===== src/rtl/spi_leader_mc.sv =====
// spi_leader_mc: multi-target SPI leader.
// Serialises one DATA_LEN-bit word per valid/ready transaction and returns the
// received word. SPI mode (cpol/cpha), bit order, SCLK divider and burst hold are
// captured per word; a held burst keeps its chip select low between words.
// Ports:
//   clk, rst_n          system clock, asynchronous active-low reset
//   i_tx_valid/o_tx_ready  word handshake; i_tx_data word to send
//   i_cs_sel            target select (out-of-range value asserts no cs_n)
//   i_cpol, i_cpha      SPI mode for the word
//   i_lsb_first         1: bit 0 first, 0: MSB first (applies to tx and rx)
//   i_hold_cs           keep CS low after the word (burst)
//   i_cs_release        end a held burst without a new word
//   i_divider           SCLK half-period H = i_divider + 1 clk cycles
//   o_rx_valid/o_rx_data  one-cycle pulse with the received word (data held)
//   o_busy              leader not idle
//   o_sclk, o_mosi, i_miso, o_cs_n  SPI pins (cs_n active low)
module spi_leader_mc #(
  parameter int DATA_LEN  = 8,
  parameter int NUM_CS    = 4,
  parameter int DIV_WIDTH = 8,
  localparam int SELW     = (NUM_CS > 1) ? $clog2(NUM_CS) : 1
) (
  input  logic                 clk,
  input  logic                 rst_n,
  input  logic                 i_tx_valid,
  output logic                 o_tx_ready,
  input  logic [DATA_LEN-1:0]  i_tx_data,
  input  logic [SELW-1:0]      i_cs_sel,
  input  logic                 i_cpol,
  input  logic                 i_cpha,
  input  logic                 i_lsb_first,
  input  logic                 i_hold_cs,
  input  logic                 i_cs_release,
  input  logic [DIV_WIDTH-1:0] i_divider,
  output logic                 o_rx_valid,
  output logic [DATA_LEN-1:0]  o_rx_data,
  output logic                 o_busy,
  output logic                 o_sclk,
  output logic                 o_mosi,
  input  logic                 i_miso,
  output logic [NUM_CS-1:0]    o_cs_n
);

  localparam int EW = $clog2(2 * DATA_LEN) + 1;
  localparam logic [EW-1:0] LAST_EDGE = EW'(2 * DATA_LEN);

  localparam logic [2:0] ST_IDLE  = 3'd0;
  localparam logic [2:0] ST_LOAD  = 3'd1;
  localparam logic [2:0] ST_SETUP = 3'd2;
  localparam logic [2:0] ST_XFER  = 3'd3;
  localparam logic [2:0] ST_HOLD  = 3'd4;
  localparam logic [2:0] ST_GAP   = 3'd5;
  localparam logic [2:0] ST_BURST = 3'd6;

  // Active-low one-cold select mask; an out-of-range select leaves all high.
  function automatic logic [NUM_CS-1:0] cs_mask(input logic [SELW-1:0] sel);
    logic [NUM_CS-1:0] m;
    m = '1;
    for (int i = 0; i < NUM_CS; i++) begin
      if (int'(sel) == i) m[i] = 1'b0;
      else                m[i] = 1'b1;
    end
    return m;
  endfunction

  logic [2:0]           r_state;
  logic [DIV_WIDTH-1:0] r_cnt;
  logic [DIV_WIDTH-1:0] r_div;
  logic [EW-1:0]        r_edge;
  logic [DATA_LEN-1:0]  r_tx_sh;
  logic [DATA_LEN-1:0]  r_rx_sh;
  logic [DATA_LEN-1:0]  r_rx_data;
  logic [SELW-1:0]      r_sel;
  logic                 r_cpol, r_cpha, r_lsb, r_hold;
  logic                 r_tx_ready, r_rx_valid, r_sclk, r_mosi;
  logic [NUM_CS-1:0]    r_cs_n;

  logic                 w_release, w_accept, w_tick, w_leading, w_sample, w_shift, w_tx_head;
  logic [EW-1:0]        w_edge_num;
  logic [DATA_LEN-1:0]  w_tx_next, w_rx_next;

  // A release in BURST wins over a new word, so ready drops in that same cycle.
  assign w_release  = (r_state == ST_BURST) & i_cs_release;
  assign o_tx_ready = r_tx_ready & ~w_release;
  assign w_accept   = i_tx_valid & o_tx_ready;
  assign w_tick     = (r_cnt == r_div);
  assign w_edge_num = r_edge + EW'(1);
  assign w_leading  = w_edge_num[0];
  // cpha=0 samples on leading edges and shifts on trailing ones (none after the last bit);
  // cpha=1 shifts on leading edges and samples on trailing ones.
  assign w_sample   = r_cpha ? ~w_leading : w_leading;
  assign w_shift    = r_cpha ? w_leading : (~w_leading & (w_edge_num != LAST_EDGE));
  assign w_tx_head  = r_lsb ? r_tx_sh[0] : r_tx_sh[DATA_LEN-1];
  assign w_tx_next  = r_lsb ? {1'b0, r_tx_sh[DATA_LEN-1:1]} : {r_tx_sh[DATA_LEN-2:0], 1'b0};
  assign w_rx_next  = r_lsb ? {i_miso, r_rx_sh[DATA_LEN-1:1]} : {r_rx_sh[DATA_LEN-2:0], i_miso};

  assign o_rx_valid = r_rx_valid;
  assign o_rx_data  = r_rx_data;
  assign o_busy     = (r_state != ST_IDLE);
  assign o_sclk     = r_sclk;
  assign o_mosi     = r_mosi;
  assign o_cs_n     = r_cs_n;

  // Transaction FSM: handshake, divider timing, sclk/mosi generation and rx capture.
  always_ff @(posedge clk or negedge rst_n) begin
    if (!rst_n) begin
      r_state    <= ST_IDLE;
      r_cnt      <= '0;
      r_div      <= '0;
      r_edge     <= '0;
      r_tx_sh    <= '0;
      r_rx_sh    <= '0;
      r_rx_data  <= '0;
      r_sel      <= '0;
      r_cpol     <= 1'b0;
      r_cpha     <= 1'b0;
      r_lsb      <= 1'b0;
      r_hold     <= 1'b0;
      r_tx_ready <= 1'b1;
      r_rx_valid <= 1'b0;
      r_sclk     <= 1'b0;
      r_mosi     <= 1'b0;
      r_cs_n     <= '1;
    end else begin
      r_rx_valid <= 1'b0;
      case (r_state)
        ST_IDLE: begin
          // Idle polarity follows the cpol input so it is settled before CS falls.
          r_sclk     <= i_cpol;
          r_mosi     <= 1'b0;
          r_cs_n     <= '1;
          r_tx_ready <= 1'b1;
          if (w_accept) begin
            r_tx_sh    <= i_tx_data;
            r_sel      <= i_cs_sel;
            r_cpol     <= i_cpol;
            r_cpha     <= i_cpha;
            r_lsb      <= i_lsb_first;
            r_hold     <= i_hold_cs;
            r_div      <= i_divider;
            r_tx_ready <= 1'b0;
            r_state    <= ST_LOAD;
          end
        end
        ST_LOAD: begin
          r_state <= ST_SETUP;
          r_cnt   <= '0;
          r_edge  <= '0;
          r_rx_sh <= '0;
          r_sclk  <= r_cpol;
          r_cs_n  <= cs_mask(r_sel);
          if (!r_cpha) begin
            r_mosi  <= w_tx_head;
            r_tx_sh <= w_tx_next;
          end else begin
            r_mosi  <= 1'b0;
          end
        end
        ST_SETUP, ST_XFER: begin
          if (w_tick) begin
            r_cnt  <= '0;
            r_sclk <= ~r_sclk;
            r_edge <= w_edge_num;
            if (w_sample) r_rx_sh <= w_rx_next;
            if (w_shift) begin
              r_mosi  <= w_tx_head;
              r_tx_sh <= w_tx_next;
            end
            r_state <= (w_edge_num == LAST_EDGE) ? ST_HOLD : ST_XFER;
          end else begin
            r_cnt <= r_cnt + DIV_WIDTH'(1);
          end
        end
        ST_HOLD: begin
          if (w_tick) begin
            r_cnt      <= '0;
            r_rx_data  <= r_rx_sh;
            r_rx_valid <= 1'b1;
            r_mosi     <= 1'b0;
            if (r_hold) begin
              r_tx_ready <= 1'b1;
              r_state    <= ST_BURST;
            end else begin
              r_cs_n  <= '1;
              r_state <= ST_GAP;
            end
          end else begin
            r_cnt <= r_cnt + DIV_WIDTH'(1);
          end
        end
        ST_GAP: begin
          r_cs_n <= '1;
          if (w_tick) begin
            r_cnt      <= '0;
            r_tx_ready <= 1'b1;
            r_state    <= ST_IDLE;
          end else begin
            r_cnt <= r_cnt + DIV_WIDTH'(1);
          end
        end
        ST_BURST: begin
          if (w_release) begin
            r_cnt      <= '0;
            r_cs_n     <= '1;
            r_tx_ready <= 1'b0;
            r_state    <= ST_GAP;
          end else if (w_accept) begin
            // Burst target is kept: i_cs_sel is deliberately not latched here.
            r_tx_sh    <= i_tx_data;
            r_cpol     <= i_cpol;
            r_cpha     <= i_cpha;
            r_lsb      <= i_lsb_first;
            r_hold     <= i_hold_cs;
            r_div      <= i_divider;
            r_tx_ready <= 1'b0;
            r_state    <= ST_LOAD;
          end else begin
            r_state <= ST_BURST;
          end
        end
        default: begin
          r_state    <= ST_IDLE;
          r_cs_n     <= '1;
          r_tx_ready <= 1'b1;
        end
      endcase
    end
  end

endmodule


===== config.mk =====
export PLATFORM = sky130hd
export DESIGN_NAME = spi_leader_mc
export DESIGN_NICKNAME = d
export VERILOG_FILES = /design/src/rtl/spi_leader_mc.sv
export SDC_FILE = /design/constraint.sdc
export NUM_CORES = 1
export LEC_CHECK = 0
export CORE_MARGIN = 2
export CORE_UTILIZATION = 59
export DETAILED_ROUTE_END_ITERATION = 10
export HOLD_SLACK_MARGIN = 0.06
export MAX_ROUTING_LAYER = met4
export PLACE_DENSITY_LB_ADDON = 0.3
export SYNTH_ARGS = -nofsm -noshare
export SYNTH_HDL_FRONTEND = slang
export SYNTH_SLANG_ARGS = --single-unit

===== constraint.sdc =====
create_clock -name clk -period 4.4 [get_ports clk]
set_input_delay 0.88 -clock clk [delete_from_list [all_inputs] [get_ports clk]]
set_output_delay 0.88 -clock clk [all_outputs]
set_load 0.1 [all_outputs]

==> flow_summary.toml, run 1 <==
[run_status]
status = "completed"

[sta]
max_freq_mhz = 288.5
setup_viol = 0
clock_skew_ns = 0.004268
final_max_slew_viol_count = 0
finalHoldViolations = 0
relSlewSlack_pct = 34.35
grt_setup_unrepaired = "no"
fin_crit_sh_pct = 78.77
fin_crit_ns = 3.466
tightest_slew_ns = 0.9817
tns_ns = 0

[setup_path]
cp_max_fo = 13
cp-start-kind = "register"
crit_start = "r_state[0]"
required_ns = 3.52
r2r-start = "r_state[1]"
end_kind = "output pin"
critPathKind = "register to output pin"
arrival_ns = 2.59

[place]
io_buffers = 43
placed_area_um2 = 3769
finalWeightedCongestion = 0.9070
dp_hpwl_um = 4717
dpl.cell_count = 409

[synthesis]
synth-edff-count = 0
ys.flop_type = "dfrtp_1"
synth.largest_area_cell = "dfrtp_1"
syn_area_per_cell_um2 = 10.72
ys_async_sr_fraction_pct = 100.0
yosysSeqAreaShare_pct = 46.88
synth_nets = 339
synth.top_cell.area_share_pct = 42.92
syn_area_um2 = 3323
synthCells = 310
synth_area_leaders = "dfrtp_1, mux2_2, mux2i_1, dfstp_2, mux2_4"
yosysWarnings = 0
yosys_register_bits = 62
ys_types = 55

[global_route]
track_usage_pct = 24.63
overflow = 0
grt_max_degree = 37
gr-usage-met3_pct = 3.977
grt_pass1_vias = 2470
grtUsageMet2_pct = 39.24
grt_first_pass_wirelength_um = 11620
met1_usage_pct = 31.41
grt.busiest_layer = "met2"
antenna_found_initial = 0

[floorplan]
ios = 44
start_util_pct = 60.72
core_um2 = 5473
dieArea_um2 = 6249
row_count = 27
die_y_um = 79.05
die_w_um = 79.05

[clock_network]
cts_resized = 0
numCtsBuffers = 9
cts_hold_buf = 0
h-tree-depth = 3
clk_pin_slew_ns = 0.07
tritoncts = "done"
cts-root-buf = "clkbuf_8"
postCtsSetupRepairBufs = 0
cts_sinks = 62
clkLatencyLatePin_ns = 0.34
clockBufferDepth = 2

[drt]
wire_per_inst_um = 16.20
totalWireLength_um = 6886
first_iter_violations = 261
dr_total_vias = 2509
drc_errors = 0
ant_nets = 0
via_per_inst = 5.904
drt-pass1-iter-count = 4

[pwr]
clockPowerShare_pct = 45.4
sw_frac_of_total_pct = 20.85
p_int_mw = 0.8823
power_density_nw_per_um2 = 280.9
vdd_drop_max_mv = 0.1984
pwr-share-seq_pct = 51.2
pwr-share-comb_pct = 3.4
switchingPower_mw = 0.2324
p_leak_nw = 1.788

[cells_and_area]
drive_above_1_share_pct = 19.83
nets = 377
antenna_cells = 0
syn2layout_area_growth_pct = 19.43
final_common_cell = "dfrtp_1"
final_util_pct = 72.52
stdcell_area_um2 = 3969
final_cell_count_no_fill = 425
layout_common_cells = "dfrtp_1, clkdlybuf4s50_1, mux2_2"

[min_path]
worstHoldStart = "r_sel[1]"
worstHoldPathType = "register to register"

[job]
maxCapViolCount = 0
[state kept, by name, indices dropped and copies added, names as in the netlist]
name and cells:
r_cpha 1, r_edge 5, o_cs_n 4, r_cpol 1, r_div 8, o_mosi 1, r_tx_sh 8, o_sclk 1
o_rx_data 8, o_rx_valid 1, r_lsb 1, r_hold 1, r_cnt 8, r_state 3, r_tx_ready 1, r_sel 2
r_rx_sh 8
[metrics by stage]
step                setup WS (ns)  total power, mW  hold WS [ns]
finish                     0.9343            1.115        0.4595
global route               0.8286            1.151        0.5042
detailed placement          1.299           0.6201        0.4438
global placement            1.364           0.6200        0.4246
CTS                        0.9535            1.121        0.4585
floorplan                  0.9632           0.5844        0.4064
[routing by layer]
| metal | vias to the layer above | share of wire (%) |
|---|---|---|
| li1 | 1196 | - |
| met1 | 1225 | 45 |
| met2 | 72 | 49 |
| met3 | 16 | 4.0 |
| met4 | 0 | 2.1 |
| met5 | - | 0 |
[cell type report]
class	count	area, µm²
well taps	72	90.09
fillers	416	1504
flip-flops and latches	62	1558
multi-input cells	220	1649
inverters	11	41.29
clock buffers	12	155.1
clock inverters	4	45.04
repair buffers	44	430.4
[final timing paths]
kind	to	slack (ns)	depth (start not counted)
min in group asynchronous	r_sel[1]	0.61	1
worst max register to register	r_cnt[5]	1.56	5
max in group asynchronous	o_rx_data[0]	2.94	2
worst min-delay path	o_cs_n[2]	0.46	1
worst min register to register	o_cs_n[2]	0.46	1
worst max-delay path	o_busy	0.93	3
[synth_stat cells, types with 3 or more instances]
| cell | count |
|---|---|
| a21oi_1 | 9 |
| a22o_1 | 6 |
| a2bb2oi_1 | 3 |
| a31oi_1 | 6 |
| buf_2 | 4 |
| clkbuf_1 | 10 |
| dfrtp_1 | 57 |
| dfstp_2 | 5 |
| inv_1 | 10 |
| mux2_2 | 29 |
| mux2_4 | 8 |
| mux2i_1 | 17 |
| nand2_1 | 25 |
| nand2b_1 | 6 |
| nand3_1 | 8 |
| nor2_1 | 18 |
| nor2b_1 | 4 |
| nor3_1 | 6 |
| o21ai_0 | 23 |
| o221ai_1 | 3 |
| xor2_1 | 9 |
[worst max-delay path: stages, from the launching register on]
cell             delay [ns]
dfrtp_1                0.58
clkinv_1               0.36
nand2_1                0.17
clkdlybuf4s50_1        1.14
[power groups by stage]
stage                     sequential (mW)  clock, mW  combinational (mW)
after global placement              0.581          0              0.0385
after floorplan                     0.582          0             0.00287
after CTS                           0.571      0.512              0.0388
final                               0.571      0.506              0.0378
after global routing                0.571      0.538              0.0419
after detailed placement            0.581          0              0.0386
[logic make-up (layout without fill, tap and decap cells)]
family	after synthesis	in the layout	share of synthesized area, %
AND/OR/NAND/NOR	79	79	11.63
AO/OA/AOI/OAI	73	73	15.29
flip-flops	62	62	46.88
multiplexers	55	55	18.90
buffers and inverters	28	71	3.652
XOR/XNOR	11	11	2.899
adder cells (fa/ha/maj)	2	2	0.7529
Power figures use the tool's default switching activity.
==> inputs of run 2 (changes only) <==
CORE_UTILIZATION = 50   (was 59)
clock period = 3.04 ns   (was 4.4 ns; I/O delays follow)
==> run 2 against run 1 <==
Register-to-register slack got worse by 0.84 ns; power increased by 51%; die area increased by 17%; first-iteration DRC count decreased by 28%; clock skew increased by 0.0040 ns; cell count increased by 3.1%; clock-buffer cell count unchanged; combinational power increased by 49%; critical path type unchanged; critical endpoint unchanged; largest power group unchanged; highest routed layer unchanged.
==> flow_summary.toml, run 2 (synthesis gave the netlist of run 1 again) <==
[drt]
ant_nets = 0
totalWireLength_um = 7105
dr_total_vias = 2562
first_iter_violations = 189
drc_errors = 0
wire_per_inst_um = 16.22
drt-pass1-iter-count = 4
via_per_inst = 5.849

[place]
io_buffers = 43
placed_area_um2 = 3807
dp_hpwl_um = 4878
finalWeightedCongestion = 0.8559
pre_cts_slack_ns = 0.5797

[run_status]
status = "completed"

[sta]
final_max_slew_viol_count = 0
fin_crit_ns = 2.404
setup_ws_ns = 0.6358
relSlewSlack_pct = 41.77
fin_crit_sh_pct = 79.08
max_freq_mhz = 415.9
tightest_slew_ns = 0.8734
clock_skew_ns = 0.008256
tns_ns = 0
grt_setup_unrepaired = "no"
hold_slack_ns = 0.3569
finalHoldViolations = 0
setup_viol = 0

[floorplan]
ios = 44
start_util_pct = 52.04
core_um2 = 6386
dieArea_um2 = 7315
die_y_um = 85.53
die_w_um = 85.53
row_count = 29

[cells_and_area]
final_util_pct = 62.99
n_fill_cell = 521
drive_above_1_share_pct = 25.76
layout_common_cells = "dfrtp_1, mux2_2, nand2_1, clkdlybuf4s50_1, buf_4"
stdcell_area_um2 = 4023
syn2layout_area_growth_pct = 21.05
antenna_cells = 0
final_common_cell = "dfrtp_1"
nets = 385

[setup_path]
crit_start = "r_state[0]"
path_delay_family = "buffers and inverters"
cp_max_fo = 13
r2r_cells = 5
slowest_delay_ns = 0.59
r2r-start = "r_state[1]"
timing.rr.end = "r_tx_sh[6]"
arrival_ns = 1.80
crit_buf_inv = 2
critPathKind = "register to output pin"
end_kind = "output pin"
required_ns = 2.43
r2r_slack_ns = 0.72
crit_path_cell_trace = "clkinv_1, nand2_1, buf_4"
crit_slowest_cell = "dfrtp_1"
cp-start-kind = "register"

[pwr]
pwr-share-comb_pct = 3.4
pwr-share-seq_pct = 49.2
power_density_nw_per_um2 = 417.5
p_int_mw = 1.340
p_leak_nw = 1.860
switchingPower_mw = 0.3392
vdd_drop_max_mv = 0.3210
clockPowerShare_pct = 47.4
sw_frac_of_total_pct = 20.20

[clock_network]
clockBufferDepth = 2
postCtsSetupRepairBufs = 0
clkLatencyLatePin_ns = 0.35
h-tree-depth = 3
numCtsBuffers = 9
cts-root-buf = "clkbuf_8"
cts_sinks = 62
tritoncts = "done"
cts_resized = 0
cts_hold_buf = 0
clk_pin_slew_ns = 0.07

[global_route]
antenna_found_initial = 0
grt_pass1_vias = 2516
grt_max_degree = 38
overflow = 0
track_usage_pct = 21.73
grt_first_pass_wirelength_um = 11930

[job]
maxCapViolCount = 0

[min_path]
worstHoldPathType = "input pin to async pin"
## run 2: cell types whose count changed in the layout (fill, tap and decap cells not counted), sizes merged
cell           delta
clkinv            -1
clkdlybuf4s50    -16
bufinv            +1
buf              +24
## run 2: stage by stage
step	cells	total power, mW
CTS	438	1.693
global route	438	1.737
detailed placement	422	0.8992
floorplan	310	0.8458
finish	438	1.679
global placement	422	0.8987
## run 2: worst max-delay path by stage
stage	end	slack [ns]	depth (start not counted)
2_1_floorplan	o_tx_ready	0.04	3
3_3_place_gp	r_tx_sh[0]	0.66	6
3_5_place_dp	r_tx_sh[0]	0.58	6
5_1_grt	o_busy	0.51	3
6_report	o_busy	0.64	3
4_1_cts	o_busy	0.65	3
## run 2: power by group through the flow
stage          sequential [mW]  clock (mW)  combinational (mW)
6_report                 0.827       0.796              0.0564
5_1_grt                  0.826       0.848              0.0628
4_1_cts                  0.826       0.809              0.0577
3_5_place_dp             0.842           0              0.0576
3_3_place_gp             0.842           0              0.0571
2_1_floorplan            0.842           0             0.00415
## run 2: cell type report
class	count	area [µm²]	area share, %
clock buffers	12	145.1	3.608
clock inverters	4	70.07	1.742
inverters	11	41.29	1.026
multi-input cells	220	1649	41.00
flip-flops and latches	62	1558	38.72
well taps	77	96.34	2.395
repair buffers	52	462.9	11.51
## run 2: metal layers
layer | vias up | global-route usage, % | routed length, µm
li1 | 1210 | - | -
met3 | 18 | 4.042 | 326
met4 | 0 | 11.11 | 214
met5 | - | - | 0
met1 | 1271 | 28.05 | 3108
met2 | 63 | 32.95 | 3455
==> inputs of run 3 (changes only) <==
clock period = 2 ns   (was 3.04 ns; I/O delays follow)
==> run 3 against run 2 <==
Setup slack got worse by 0.61 ns; via count grew 3.9%; die area stayed put.
==> flow_summary.toml, run 3 (synthesis gave the netlist of run 1 again) <==
[run_status]
status = "completed"

[pwr]
vdd_drop_max_mv = 0.7458
p_leak_nw = 2.055
power_density_nw_per_um2 = 617.7

[global_route]
grt.busiest_layer = "met2"
grt_pass1_vias = 2642
overflow = 0
antenna_found_initial = 0
met1_usage_pct = 29.53
gr-usage-met3_pct = 3.754
grt_max_degree = 63
grt_first_pass_wirelength_um = 12540
track_usage_pct = 22.66
grtUsageMet2_pct = 35.30

[floorplan]
ios = 44
row_count = 29
dieArea_um2 = 7315
die_w_um = 85.53
start_util_pct = 52.04
core_um2 = 6386
die_y_um = 85.53

[cells_and_area]
stdcell_area_um2 = 4400
syn2layout_area_growth_pct = 32.42
final_common_cell = "dfrtp_1"
antenna_cells = 0
nets = 414
layout_common_cells = "dfrtp_1, buf_4, mux2_2"
final_util_pct = 68.91
drive_above_1_share_pct = 33.08

[sta]
final_max_slew_viol_count = 0
clock_skew_ns = 0.008469
fin_crit_sh_pct = 98.93
tightest_slew_ns = 0.5932
setup_viol = 0
fin_crit_ns = 1.979
relSlewSlack_pct = 60.19
max_freq_mhz = 505.4
setup_ws_ns = 0.02140
hold_slack_ns = 0.03815
finalHoldViolations = 0

[setup_path]
end_kind = "output pin"
crit_slowest_cell = "dfrtp_1"
crit_buf_inv = 4
cp_max_fo = 15
required_ns = 1.60
cp-start-kind = "register"
critPathKind = "register to output pin"
crit_end = "o_busy"
timing.rr.end = "r_tx_sh[2]"
slowest_delay_ns = 0.37
crit_start = "r_state[2]"
r2r-start = "r_cnt[7]"
arrival_ns = 1.58
crit_path_cell_trace = "buf_4, buf_4, nor2_2, buf_4, nand2_2, buf_12"
crit_top_cell = "buf_4"
r2r_cells = 6
path_delay_family = "buffers and inverters"
worst-path-stages = 6
r2r_slack_ns = 0.07

[job]
maxCapViolCount = 0

[clock_network]
clockBufferDepth = 2
tritoncts = "done"
cts_sinks = 62
cts-root-buf = "clkbuf_8"
clk_pin_slew_ns = 0.07
numCtsBuffers = 9
clkLatencyLatePin_ns = 0.35
cts_hold_buf = 0
h-tree-depth = 3

[drt]
wire_per_inst_um = 15.83
totalWireLength_um = 7392
drc_errors = 0
via_per_inst = 5.700
ant_nets = 0
dr_total_vias = 2662
first_iter_violations = 224
drt-pass1-iter-count = 4

[place]
placed_area_um2 = 4116
pre_cts_slack_ns = -0.1334
finalWeightedCongestion = 0.8814
io_buffers = 43
dp_hpwl_um = 5187

[min_path]
worstHoldPathType = "input pin to async pin"
-- run 3: cell type report --
type / count / area (µm²)
fill: 473 / 1986
clock buffer: 10 / 137.6
sequential: 62 / 1558
inverter: 11 / 41.29
timing repair buffer: 81 / 768.2
tap: 77 / 96.34
clock inverter: 6 / 108.9
multi-input combinational: 220 / 1690
-- run 3: worst reg2reg max path, stage by stage, from the launching register on --
cell      delay, ns
dfrtp_1        0.42
xor2_1         0.26
nor4_4         0.07
buf_4          0.16
and2_2         0.21
o221ai_4       0.31
mux2_2         0.38
-- run 3: worst min path at each step --
stage / to / from / cells past startpoint
detailed placement: r_div[0] / rst_n / 2
floorplan: o_mosi / rst_n / 0
finish: r_div[0] / rst_n / 2
global route: r_hold / rst_n / 2
global placement: o_cs_n[2] / r_sel[1] / 1
CTS: r_div[0] / rst_n / 2
-- run 3: metal layers --
| metal | share of wire (%) | wire length [µm] |
|---|---|---|
| met2 | 49 | 3636 |
| met5 | 0 | 0 |
| met4 | 2.1 | 153 |
| met3 | 4.0 | 298 |
| met1 | 45 | 3304 |
-- run 3: what timing repair did --
action / in CTS / in global routing
pin swaps: 2 / 3
setup endpoints to repair: 8 / 27
resized for setup: 3 / 2
setup buffers: 0 / 3
-- run 3: per-stage QoR --
stage / total power, mW / cells / setup TNS, ns
finish: 2.718 / 467 / 0
global route: 2.807 / 467 / -0.06988
CTS: 2.732 / 464 / 0
detailed placement: 1.371 / 448 / -1.895
global placement: 1.371 / 448 / -0.8806
floorplan: 1.286 / 310 / -0.1270
-- run 3: where the power goes --
group | internal [mW] | switching (mW)
logic | 0.0536 | 0.0362
registers | 1.25 | 0.00109
clock network | 0.859 | 0.513
